## src/rtl/id_ex_stage_if.sv

```systemverilog
// Bundle of decode-side, forwarding and ALU-side signals around the ID/EX register.
// slave = the stage itself, master = whoever drives decode/forwarding and consumes the ALU op.
interface id_ex_stage_if #(
    parameter int XLEN       = 32,
    parameter int REG_ADDR_W = 5,
    parameter int CNT_W      = 16
);
    logic                  flush;
    logic                  in_valid;
    logic                  in_ready;
    logic [2:0]            funct3;
    logic                  funct7b5;
    logic                  is_rtype;
    logic [REG_ADDR_W-1:0] rs1_addr;
    logic [REG_ADDR_W-1:0] rs2_addr;
    logic [XLEN-1:0]       rs1_data;
    logic [XLEN-1:0]       rs2_data;
    logic [XLEN-1:0]       imm;
    logic [REG_ADDR_W-1:0] rd_addr;
    logic                  reg_write;
    logic                  ex_fwd_en;
    logic [REG_ADDR_W-1:0] ex_fwd_rd;
    logic [XLEN-1:0]       ex_fwd_data;
    logic                  wb_fwd_en;
    logic [REG_ADDR_W-1:0] wb_fwd_rd;
    logic [XLEN-1:0]       wb_fwd_data;
    logic                  out_valid;
    logic                  out_ready;
    logic [3:0]            aluSel;
    logic [XLEN-1:0]       alu_a;
    logic [XLEN-1:0]       alu_b;
    logic [REG_ADDR_W-1:0] out_rd;
    logic                  out_reg_write;
    logic [CNT_W-1:0]      stall_cycles;

    // Handshake: a beat moves when valid && ready on the same rising edge; a producer
    // holding valid keeps its payload stable until that edge.
    modport master (
        output flush, in_valid, funct3, funct7b5, is_rtype, rs1_addr, rs2_addr,
               rs1_data, rs2_data, imm, rd_addr, reg_write, ex_fwd_en, ex_fwd_rd,
               ex_fwd_data, wb_fwd_en, wb_fwd_rd, wb_fwd_data, out_ready,
        input  in_ready, out_valid, aluSel, alu_a, alu_b, out_rd, out_reg_write,
               stall_cycles
    );

    modport slave (
        input  flush, in_valid, funct3, funct7b5, is_rtype, rs1_addr, rs2_addr,
               rs1_data, rs2_data, imm, rd_addr, reg_write, ex_fwd_en, ex_fwd_rd,
               ex_fwd_data, wb_fwd_en, wb_fwd_rd, wb_fwd_data, out_ready,
        output in_ready, out_valid, aluSel, alu_a, alu_b, out_rd, out_reg_write,
               stall_cycles
    );
endinterface

```

## src/rtl/id_ex_stage.sv

```systemverilog
// ID/EX pipeline register: resolves EX/WB forwarding at capture, builds aluSel and
// ALU operands, and counts back-pressure cycles with a saturating counter.
module id_ex_stage #(
    parameter int XLEN       = 32,
    parameter int REG_ADDR_W = 5,
    parameter int CNT_W      = 16
) (
    input  logic          clk,
    input  logic          rst,
    id_ex_stage_if.slave  bus
);
    logic                  accept;
    logic                  shift_op;
    logic                  sel_b0;
    logic [XLEN-1:0]       rs1_fwd;
    logic [XLEN-1:0]       rs2_fwd;
    logic [XLEN-1:0]       b_val;

    logic                  valid_q;
    logic [3:0]            sel_q;
    logic [XLEN-1:0]       a_q;
    logic [XLEN-1:0]       b_q;
    logic [REG_ADDR_W-1:0] rd_q;
    logic                  rw_q;
    logic [CNT_W-1:0]      cnt_q;

    assign bus.in_ready = !valid_q || bus.out_ready;
    assign accept       = bus.in_valid && bus.in_ready;

    always_comb begin
        rs1_fwd = bus.rs1_data;
        if (bus.rs1_addr == '0)
            rs1_fwd = '0;
        else if (bus.ex_fwd_en && bus.ex_fwd_rd == bus.rs1_addr)
            rs1_fwd = bus.ex_fwd_data;
        else if (bus.wb_fwd_en && bus.wb_fwd_rd == bus.rs1_addr)
            rs1_fwd = bus.wb_fwd_data;

        rs2_fwd = bus.rs2_data;
        if (bus.rs2_addr == '0)
            rs2_fwd = '0;
        else if (bus.ex_fwd_en && bus.ex_fwd_rd == bus.rs2_addr)
            rs2_fwd = bus.ex_fwd_data;
        else if (bus.wb_fwd_en && bus.wb_fwd_rd == bus.rs2_addr)
            rs2_fwd = bus.wb_fwd_data;

        shift_op = (bus.funct3 == 3'd1) || (bus.funct3 == 3'd5);
        // instr[30] only means sub/sra for R-type and srai; for addi etc. it is imm bit 10
        sel_b0   = (bus.is_rtype || bus.funct3 == 3'd5) ? bus.funct7b5 : 1'b0;
        b_val    = bus.is_rtype ? rs2_fwd : bus.imm;
        if (shift_op)
            b_val[XLEN-1:5] = '0;
    end

    always_ff @(posedge clk or posedge rst) begin
        if (rst) begin
            valid_q <= 1'b0;
            sel_q   <= '0;
            a_q     <= '0;
            b_q     <= '0;
            rd_q    <= '0;
            rw_q    <= 1'b0;
        end else if (bus.flush) begin
            valid_q <= 1'b0;
            rw_q    <= 1'b0;
        end else if (accept) begin
            valid_q <= 1'b1;
            sel_q   <= {bus.funct3, sel_b0};
            a_q     <= rs1_fwd;
            b_q     <= b_val;
            rd_q    <= bus.rd_addr;
            rw_q    <= bus.reg_write;
        end else if (bus.out_ready && valid_q) begin
            valid_q <= 1'b0;
            rw_q    <= 1'b0;
        end
    end

    always_ff @(posedge clk or posedge rst) begin
        if (rst)
            cnt_q <= '0;
        else if (valid_q && !bus.out_ready && cnt_q != {CNT_W{1'b1}})
            cnt_q <= cnt_q + 1'b1;
    end

    assign bus.out_valid     = valid_q;
    assign bus.aluSel        = sel_q;
    assign bus.alu_a         = a_q;
    assign bus.alu_b         = b_q;
    assign bus.out_rd        = rd_q;
    assign bus.out_reg_write = rw_q;
    assign bus.stall_cycles  = cnt_q;
endmodule

```

## src/flat_wrapper.sv

```systemverilog
// flat-port wrapper written by rule: the top's interface ports become plain ports
module id_ex_stage_flat 
#(
    parameter int XLEN       = 32,
    parameter int REG_ADDR_W = 5,
    parameter int CNT_W      = 16
)
  (clk, rst, bus_flush, bus_in_valid, bus_funct3, bus_funct7b5, bus_is_rtype, bus_rs1_addr, bus_rs2_addr, bus_rs1_data, bus_rs2_data, bus_imm, bus_rd_addr, bus_reg_write, bus_ex_fwd_en, bus_ex_fwd_rd, bus_ex_fwd_data, bus_wb_fwd_en, bus_wb_fwd_rd, bus_wb_fwd_data, bus_out_ready, bus_in_ready, bus_out_valid, bus_aluSel, bus_alu_a, bus_alu_b, bus_out_rd, bus_out_reg_write, bus_stall_cycles);
  id_ex_stage_if #(.XLEN(XLEN), .REG_ADDR_W(REG_ADDR_W), .CNT_W(CNT_W)) bus_i ();
  input  logic clk;
  input  logic rst;
  input wire logic [$bits(bus_i.flush)-1:0] bus_flush;
  input wire logic [$bits(bus_i.in_valid)-1:0] bus_in_valid;
  input wire logic [$bits(bus_i.funct3)-1:0] bus_funct3;
  input wire logic [$bits(bus_i.funct7b5)-1:0] bus_funct7b5;
  input wire logic [$bits(bus_i.is_rtype)-1:0] bus_is_rtype;
  input wire logic [$bits(bus_i.rs1_addr)-1:0] bus_rs1_addr;
  input wire logic [$bits(bus_i.rs2_addr)-1:0] bus_rs2_addr;
  input wire logic [$bits(bus_i.rs1_data)-1:0] bus_rs1_data;
  input wire logic [$bits(bus_i.rs2_data)-1:0] bus_rs2_data;
  input wire logic [$bits(bus_i.imm)-1:0] bus_imm;
  input wire logic [$bits(bus_i.rd_addr)-1:0] bus_rd_addr;
  input wire logic [$bits(bus_i.reg_write)-1:0] bus_reg_write;
  input wire logic [$bits(bus_i.ex_fwd_en)-1:0] bus_ex_fwd_en;
  input wire logic [$bits(bus_i.ex_fwd_rd)-1:0] bus_ex_fwd_rd;
  input wire logic [$bits(bus_i.ex_fwd_data)-1:0] bus_ex_fwd_data;
  input wire logic [$bits(bus_i.wb_fwd_en)-1:0] bus_wb_fwd_en;
  input wire logic [$bits(bus_i.wb_fwd_rd)-1:0] bus_wb_fwd_rd;
  input wire logic [$bits(bus_i.wb_fwd_data)-1:0] bus_wb_fwd_data;
  input wire logic [$bits(bus_i.out_ready)-1:0] bus_out_ready;
  output wire logic [$bits(bus_i.in_ready)-1:0] bus_in_ready;
  output wire logic [$bits(bus_i.out_valid)-1:0] bus_out_valid;
  output wire logic [$bits(bus_i.aluSel)-1:0] bus_aluSel;
  output wire logic [$bits(bus_i.alu_a)-1:0] bus_alu_a;
  output wire logic [$bits(bus_i.alu_b)-1:0] bus_alu_b;
  output wire logic [$bits(bus_i.out_rd)-1:0] bus_out_rd;
  output wire logic [$bits(bus_i.out_reg_write)-1:0] bus_out_reg_write;
  output wire logic [$bits(bus_i.stall_cycles)-1:0] bus_stall_cycles;
  assign bus_i.flush = bus_flush;
  assign bus_i.in_valid = bus_in_valid;
  assign bus_i.funct3 = bus_funct3;
  assign bus_i.funct7b5 = bus_funct7b5;
  assign bus_i.is_rtype = bus_is_rtype;
  assign bus_i.rs1_addr = bus_rs1_addr;
  assign bus_i.rs2_addr = bus_rs2_addr;
  assign bus_i.rs1_data = bus_rs1_data;
  assign bus_i.rs2_data = bus_rs2_data;
  assign bus_i.imm = bus_imm;
  assign bus_i.rd_addr = bus_rd_addr;
  assign bus_i.reg_write = bus_reg_write;
  assign bus_i.ex_fwd_en = bus_ex_fwd_en;
  assign bus_i.ex_fwd_rd = bus_ex_fwd_rd;
  assign bus_i.ex_fwd_data = bus_ex_fwd_data;
  assign bus_i.wb_fwd_en = bus_wb_fwd_en;
  assign bus_i.wb_fwd_rd = bus_wb_fwd_rd;
  assign bus_i.wb_fwd_data = bus_wb_fwd_data;
  assign bus_i.out_ready = bus_out_ready;
  assign bus_in_ready = bus_i.in_ready;
  assign bus_out_valid = bus_i.out_valid;
  assign bus_aluSel = bus_i.aluSel;
  assign bus_alu_a = bus_i.alu_a;
  assign bus_alu_b = bus_i.alu_b;
  assign bus_out_rd = bus_i.out_rd;
  assign bus_out_reg_write = bus_i.out_reg_write;
  assign bus_stall_cycles = bus_i.stall_cycles;
  id_ex_stage #(.XLEN(XLEN), .REG_ADDR_W(REG_ADDR_W), .CNT_W(CNT_W)) u_core (.clk(clk), .rst(rst), .bus(bus_i));
endmodule
```

## config.mk

```make
export PLATFORM = sky130hd
export DESIGN_NAME = id_ex_stage_flat
export DESIGN_NICKNAME = d
export VERILOG_FILES = /design/src/rtl/id_ex_stage_if.sv /design/src/rtl/id_ex_stage.sv /design/src/flat_wrapper.sv
export SDC_FILE = /design/constraint.sdc
export NUM_CORES = 1
export LEC_CHECK = 0
export CAP_MARGIN = 25
export CORE_ASPECT_RATIO = 0.5
export CORE_MARGIN = 2
export CORE_UTILIZATION = 38
export CTS_BUF_LIST = sky130_fd_sc_hd__clkbuf_8
export DETAILED_ROUTE_END_ITERATION = 10
export PLACE_DENSITY = 0.75
export SYNTH_ARGS = -nofsm -noshare
export SYNTH_HDL_FRONTEND = slang
export SYNTH_SLANG_ARGS = --single-unit
```

## constraint.sdc

```tcl
create_clock -name clk -period 3.02 [get_ports clk]
set_input_delay 0.755 -clock clk [delete_from_list [all_inputs] [get_ports clk]]
set_output_delay 0.755 -clock clk [all_outputs]
set_load 0.01 [all_outputs]
```

## After elaboration in Yosys (flattened, before gate mapping)

Cells that the tools add are included.

| word-level totals | value |
|---|---|
| register bits after elaboration | 91 |
| bits of input ports | 198 |
| output and inout bits | 92 |
| logic and storage cells | 47 |

| cells by class | value |
|---|---|
| add/subtract/negate cells | 1 |
| equal/unequal tests | 7 |
| multiplexer cells | 14 |
| bitwise operators | 1 |
| reductions and logical operators | 17 |

Operators with widths:

| kind | number |
|---|---|
| $mux W32 | 7 |
| $mux W27 | 1 |
| $eq A5 B5 Y1 | 4 |
| $add A16 B1 Y16 const B | 1 |
| $ne A16 B16 Y1 const B | 1 |
| $logic_not A5 Y1 | 2 |
| $logic_and A1 B1 Y1 | 8 |
| $mux W1 | 6 |
| $eq A3 B1 Y1 const B | 1 |
| $eq A3 B3 Y1 const B | 1 |
| $logic_or A1 B1 Y1 | 3 |
| $reduce_bool A3 Y1 | 1 |
| $logic_not A1 Y1 | 2 |
| $reduce_and A2 Y1 | 1 |
| $not A1 Y1 | 1 |

## Longest topological paths before layout

| logic depth | value |
|---|---|
| depth after elaboration | 7 |
| depth in mapped cells | 9 |
| gate-level depth less buffers | 6 |

## Least setup slack after synthesis

No wires, ideal clock.

| path | value |
|---|---|
| path kind | input-to-reg |
| start | input port bus_wb_fwd_rd[4] |
| end | register u_core.a_q[0] (netlist: u_core.bus.alu_a[0]) |
| library setup time | 0.126 ns |
| arrival | 2.109 ns |
| required time | 2.894 ns |
| slack | 0.786 ns |
| stages | 7 |
| path buffers | 2 |
| cells stage by stage | xnor2_1 -> nand3_1 -> or4_4 -> buf_6 -> buf_12 -> a221oi_2 -> o21ai_1 |

| between the ends | value |
|---|---|
| longest elaborated chain between the ends | 5 |

RTL lines:

| what | line | RTL |
|---|---|---|
| start, declared | flat_wrapper.sv:28 | `input wire logic [$bits(bus_i.wb_fwd_rd)-1:0] bus_wb_fwd_rd;` |
| $eq A5 B5 Y1 | id_ex_stage.sv:36 | `else if (bus.wb_fwd_en && bus.wb_fwd_rd == bus.rs1_addr)` |
| $logic_and A1 B1 Y1 | id_ex_stage.sv:36 |  |
| $mux W32 | id_ex_stage.sv:36 |  |
| $mux W32 | id_ex_stage.sv:34 | `else if (bus.ex_fwd_en && bus.ex_fwd_rd == bus.rs1_addr)` |
| $mux W32 | id_ex_stage.sv:32 | `if (bus.rs1_addr == '0)` |
| end signal, assigned | id_ex_stage.sv:69 | `a_q <= rs1_fwd;` |
| end, declared | id_ex_stage.sv:21 | `logic [XLEN-1:0] a_q;` |

No other way between the ends.
A chain may end at the register's enable or synchronous reset.

## Worst setup path after layout

| path | value |
|---|---|
| start | input port bus_out_ready |
| end | output port bus_in_ready |

| between the ends | value |
|---|---|
| longest elaborated chain between the ends | 1 |

RTL lines:

| what | line | RTL |
|---|---|---|
| start, declared | flat_wrapper.sv:30 | `input wire logic [$bits(bus_i.out_ready)-1:0] bus_out_ready;` |
| $logic_or A1 B1 Y1 | id_ex_stage.sv:27 | `assign bus.in_ready = !valid_q \|\| bus.out_ready;` |
| end, declared | flat_wrapper.sv:31 | `output wire logic [$bits(bus_i.in_ready)-1:0] bus_in_ready;` |

No other way between the ends.

==> results by group <==
Synthesis
  • EDFF count, synth: 0
  • Post-synthesis cell area: 5917 sq um
  • Largest cells by area after synthesis: sky130_fd_sc_hd__dfrtp_1 (38%), sky130_fd_sc_hd__a221oi_2 (8.4%), sky130_fd_sc_hd__a21oi_1 (7.7%)
  • Share of the synthesized area in the top cell type: 38.49%
  • Net count of the mapped netlist: 863
  • Number of register bits inferred by synthesis: 91
  • Fraction of the yosys area taken by sequential cells: 38.49%
  • Post-synthesis area per instance: 8.911 sq um
  • Number of distinct library cells after synthesis: 42
  • Leading area contributor after synthesis: sky130_fd_sc_hd__dfrtp_1
  • Main flop type after synthesis: sky130_fd_sc_hd__dfrtp_1
  • Asr flop ratio synth: 100.0%
  • Total of warnings raised by yosys: 0
  • Gate count after technology mapping: 664

Route
  • DRC: 0
  • Detail-routed via count per cell: 5.942
  • Average wire per cell in the routed design: 21.23 um
  • Number of antenna-violating nets in the routed design: 0
  • Via count: 6762
  • First-iteration detailed-routing DRC count: 461
  • Post-detailed-routing wire length: 24160 um
  • First-pass DRT Iterations: 5

Global routing
  • Total congestion overflow: 0
  • Wire length of the first global-routing pass: 37010 um
  • Antenna violations before repair: 0
  • Pin count of the biggest net entering global routing: 74
  • All-Layer GR Usage: 28.05%
  • Via count of the first global-routing pass: 6883

Power
  • Sequential cell fraction of total power: 37.4%
  • Cell Int Power: 2.895 mW
  • Final Power: 4.183 mW
  • Proportion of total power due to net switching: 30.79%
  • Power density over the cells: 446.8 nW/um^2
  • Sw Pwr: 1.288 mW
  • Combinational share of power: 35.4%
  • Highest ir drop seen on vdd: 0.0002508 V
  • Lkg Pwr: 3.598 nW
  • Relative contribution of the clock network to total power: 27.2%

Placed design
  • Port Buf Inserts: 289
  • Setup slack at placement: 120.2 ps
  • Post-detailed-placement cell area: 9094 sq um
  • Half-perimeter wire length of the detailed placement result: 17130 um
  • Last weighted congestion value of the routability-driven placer: 0.9172

STA
  • Unrepaired setup endpoints after global routing: no
  • Worst-case clock skew: 10.61 ps
  • Post-layout min period: 2720 ps
  • Post-route setup TNS: 0 ps
  • Top achievable clock speed: 367.6 MHz
  • Worst hold slack after final layout: 479.0 ps
  • Tcrit/Tclk final: 90.07%
  • Final worst-path setup slack: 299.9 ps
  • Endpoints failing setup: 0
  • Max-slew violation count: 0
  • Pin slew with the least headroom to its limit: 681.8 ps
  • Slew headroom: 54.55%
  • Number of hold violations in the final report: 0

Floorplan
  • Initial cell density of the core: 38.69%
  • Floorplan Core Area: 15290 sq um
  • Overall die width: 180.5 um
  • Number of top-level pins: 290
  • Chip height: 92.24 um
  • Row count: 32
  • Die area: 16650 sq um

Job
  • Max capacitance violation total: 0

Finish
  • Net total in the final layout: 1128
  • Number of filler instances in the final layout: 1289
  • Share of final-layout standard cells stronger than drive strength 1: 9.850%
  • Synth-to-Final Area Change: 58.24%
  • Number of antenna diodes: 0
  • Finished Cell Area: 9363 sq um

CTS
  • Max clock buf depth: 2
  • Clock Pin Slew Worst Setup and Hold Paths: 90 ps
  • Number of setup buffers added after CTS: 0
  • Clock tree from TritonCTS: yes
  • Cts hold-fix bufs: 0
  • Clock network latency to the later pin of the worst-skew pair: 380 ps
  • Total clock buffers created by CTS: 9
  • Htree depth: 3
  • Clock tree root driver cell: sky130_fd_sc_hd__clkbuf_8
  • CTS-repair resized insts: 0
  • Number of sinks on the clock net: 91

Min path
  • Cell count of the worst hold path: 2
  • End point of the most critical hold path: u_core.bus.out_rd[0]
  • Class of the worst hold path: flop to flop
  • Worst Min Path Start: u_core.bus.out_rd[0]

Critical path
  • Startpoint of the most critical register-to-register path: u_core.bus.out_valid
  • Arrival time reported for the critical path endpoint: 1970 ps
  • Register-to-register setup slack: 960 ps
  • Depth of the worst register-to-register path: 7
  • Critical Path RT: 2260 ps
  • Worst setup path category: primary input to output pin
  • Largest fanout of any net on the critical path: 3
  • Worst Setup Start Kind: primary input
  • Destination of the worst register-to-register timing path: u_core.bus.alu_a[7]
  • Type of element capturing the critical path: output pin

Outcome
  • Run status: finished, final reports clean
-- power by group through the flow --
stage | clock network [mW] | registers, mW | logic [mW]
2_1_floorplan | 0 | 1.66 | 0.496
3_3_place_gp | 0 | 1.58 | 1.45
3_5_place_dp | 0 | 1.59 | 1.47
4_1_cts | 1.16 | 1.56 | 1.48
5_1_grt | 1.20 | 1.59 | 1.58
6_report | 1.14 | 1.57 | 1.48
-- worst max-delay path by stage --
stage	to	startpoint	cells after the start	slack, ps
2_1_floorplan	u_core.bus.alu_a[0]	bus_wb_fwd_rd[4]	7	790
3_3_place_gp	u_core.bus.alu_a[31]	bus_rs1_addr[4]	7	160
3_5_place_dp	u_core.bus.alu_a[31]	bus_rs1_addr[1]	7	120
4_1_cts	bus_in_ready	bus_out_ready	4	310
5_1_grt	bus_in_ready	bus_out_ready	4	250
6_report	bus_in_ready	bus_out_ready	4	300
-- cells in the final DEF, fill, tap and decap left out, types with 4 or more instances in the layout --
cell type	instances
sky130_fd_sc_hd__clkdlybuf4s50_1	289
sky130_fd_sc_hd__clkbuf_8	9
sky130_fd_sc_hd__a21o_1	27
sky130_fd_sc_hd__o22ai_1	5
sky130_fd_sc_hd__nand4_1	5
sky130_fd_sc_hd__a221oi_2	33
sky130_fd_sc_hd__bufinv_16	4
sky130_fd_sc_hd__buf_12	10
sky130_fd_sc_hd__nor3_1	31
sky130_fd_sc_hd__o21ai_1	30
sky130_fd_sc_hd__and2_1	34
sky130_fd_sc_hd__a221oi_1	31
sky130_fd_sc_hd__a21oi_1	90
sky130_fd_sc_hd__dfrtp_1	91
sky130_fd_sc_hd__xnor2_1	24
sky130_fd_sc_hd__nand3_1	4
sky130_fd_sc_hd__o21ai_0	40
sky130_fd_sc_hd__nand2_1	72
sky130_fd_sc_hd__o221ai_1	27
sky130_fd_sc_hd__buf_4	18
sky130_fd_sc_hd__xor2_1	8
sky130_fd_sc_hd__nor2_1	16
-- layout make-up --
type | instances | area (sq um) | area share [%]
clock buffer | 9 | 123.9 | 1.323
clock inverter | 7 | 145.1 | 1.550
multi-input combinational | 504 | 3307 | 35.32
sequential | 91 | 2277 | 24.32
tap | 204 | 255.2 | 2.726
inverter | 6 | 26.28 | 0.2806
timing repair buffer | 317 | 3228 | 34.48
-- metrics by stage --
step                utilization, %  std cells
floorplan                        -        664
global placement             59.46       1122
detailed placement           59.46       1122
CTS                          61.22       1138
global route                 61.22       1138
finish                       61.22       1138
-- synth_stat cells, types with 5 or more instances --
master                     instances
sky130_fd_sc_hd__nor2_1           18
sky130_fd_sc_hd__nor3_1           32
sky130_fd_sc_hd__nand2_1          72
sky130_fd_sc_hd__xor2_1            8
sky130_fd_sc_hd__a221oi_1         31
sky130_fd_sc_hd__xnor2_1          24
sky130_fd_sc_hd__inv_1             5
sky130_fd_sc_hd__and2_1           34
sky130_fd_sc_hd__clkbuf_1         41
sky130_fd_sc_hd__o21ai_1          30
sky130_fd_sc_hd__o221ai_1         27
sky130_fd_sc_hd__a221oi_2         33
sky130_fd_sc_hd__dfrtp_1          91
sky130_fd_sc_hd__nand4_1           5
sky130_fd_sc_hd__o22ai_1           5
sky130_fd_sc_hd__a21o_1           27
sky130_fd_sc_hd__o21ai_0          40
sky130_fd_sc_hd__a21oi_1          91
sky130_fd_sc_hd__buf_2            12
-- logic make-up (layout without fill, tap and decap cells) --
family | Yosys count | in the layout | synth area share [%]
mux | 2 | 2 | 0.3595
buf+inv | 69 | 339 | 6.027
simple gates | 180 | 180 | 14.65
flops | 91 | 91 | 38.49
compound gates | 287 | 287 | 34.98
xor+xnor | 34 | 34 | 5.287
fa+ha+maj | 1 | 1 | 0.2114
-- sequential cells by signal, indices dropped and copies added, names as in the netlist --
| signal | flops |
|---|---|
| u_core.bus.alu_b | 32 |
| u_core.bus.out_rd | 5 |
| u_core.bus.stall_cycles | 16 |
| u_core.bus.aluSel | 4 |
| u_core.bus.out_reg_write | 1 |
| u_core.bus.alu_a | 32 |
| u_core.bus.out_valid | 1 |
-- per-layer routing --
metal	up-vias	track usage [%]	share of wire, %
li1	3024	-	-
met4	0	13.84	4.6
met5	-	0	0
met1	3295	35.83	41
met3	82	5.123	6.8
met2	361	46.09	48
-- critical path, cell delays in order --
cell                              delay [ps]
sky130_fd_sc_hd__clkdlybuf4s50_1         440
sky130_fd_sc_hd__nor2b_1                 210
sky130_fd_sc_hd__inv_2                    80
sky130_fd_sc_hd__clkdlybuf4s50_1         480
No activity file was read; power rests on OpenSTA's default activity.
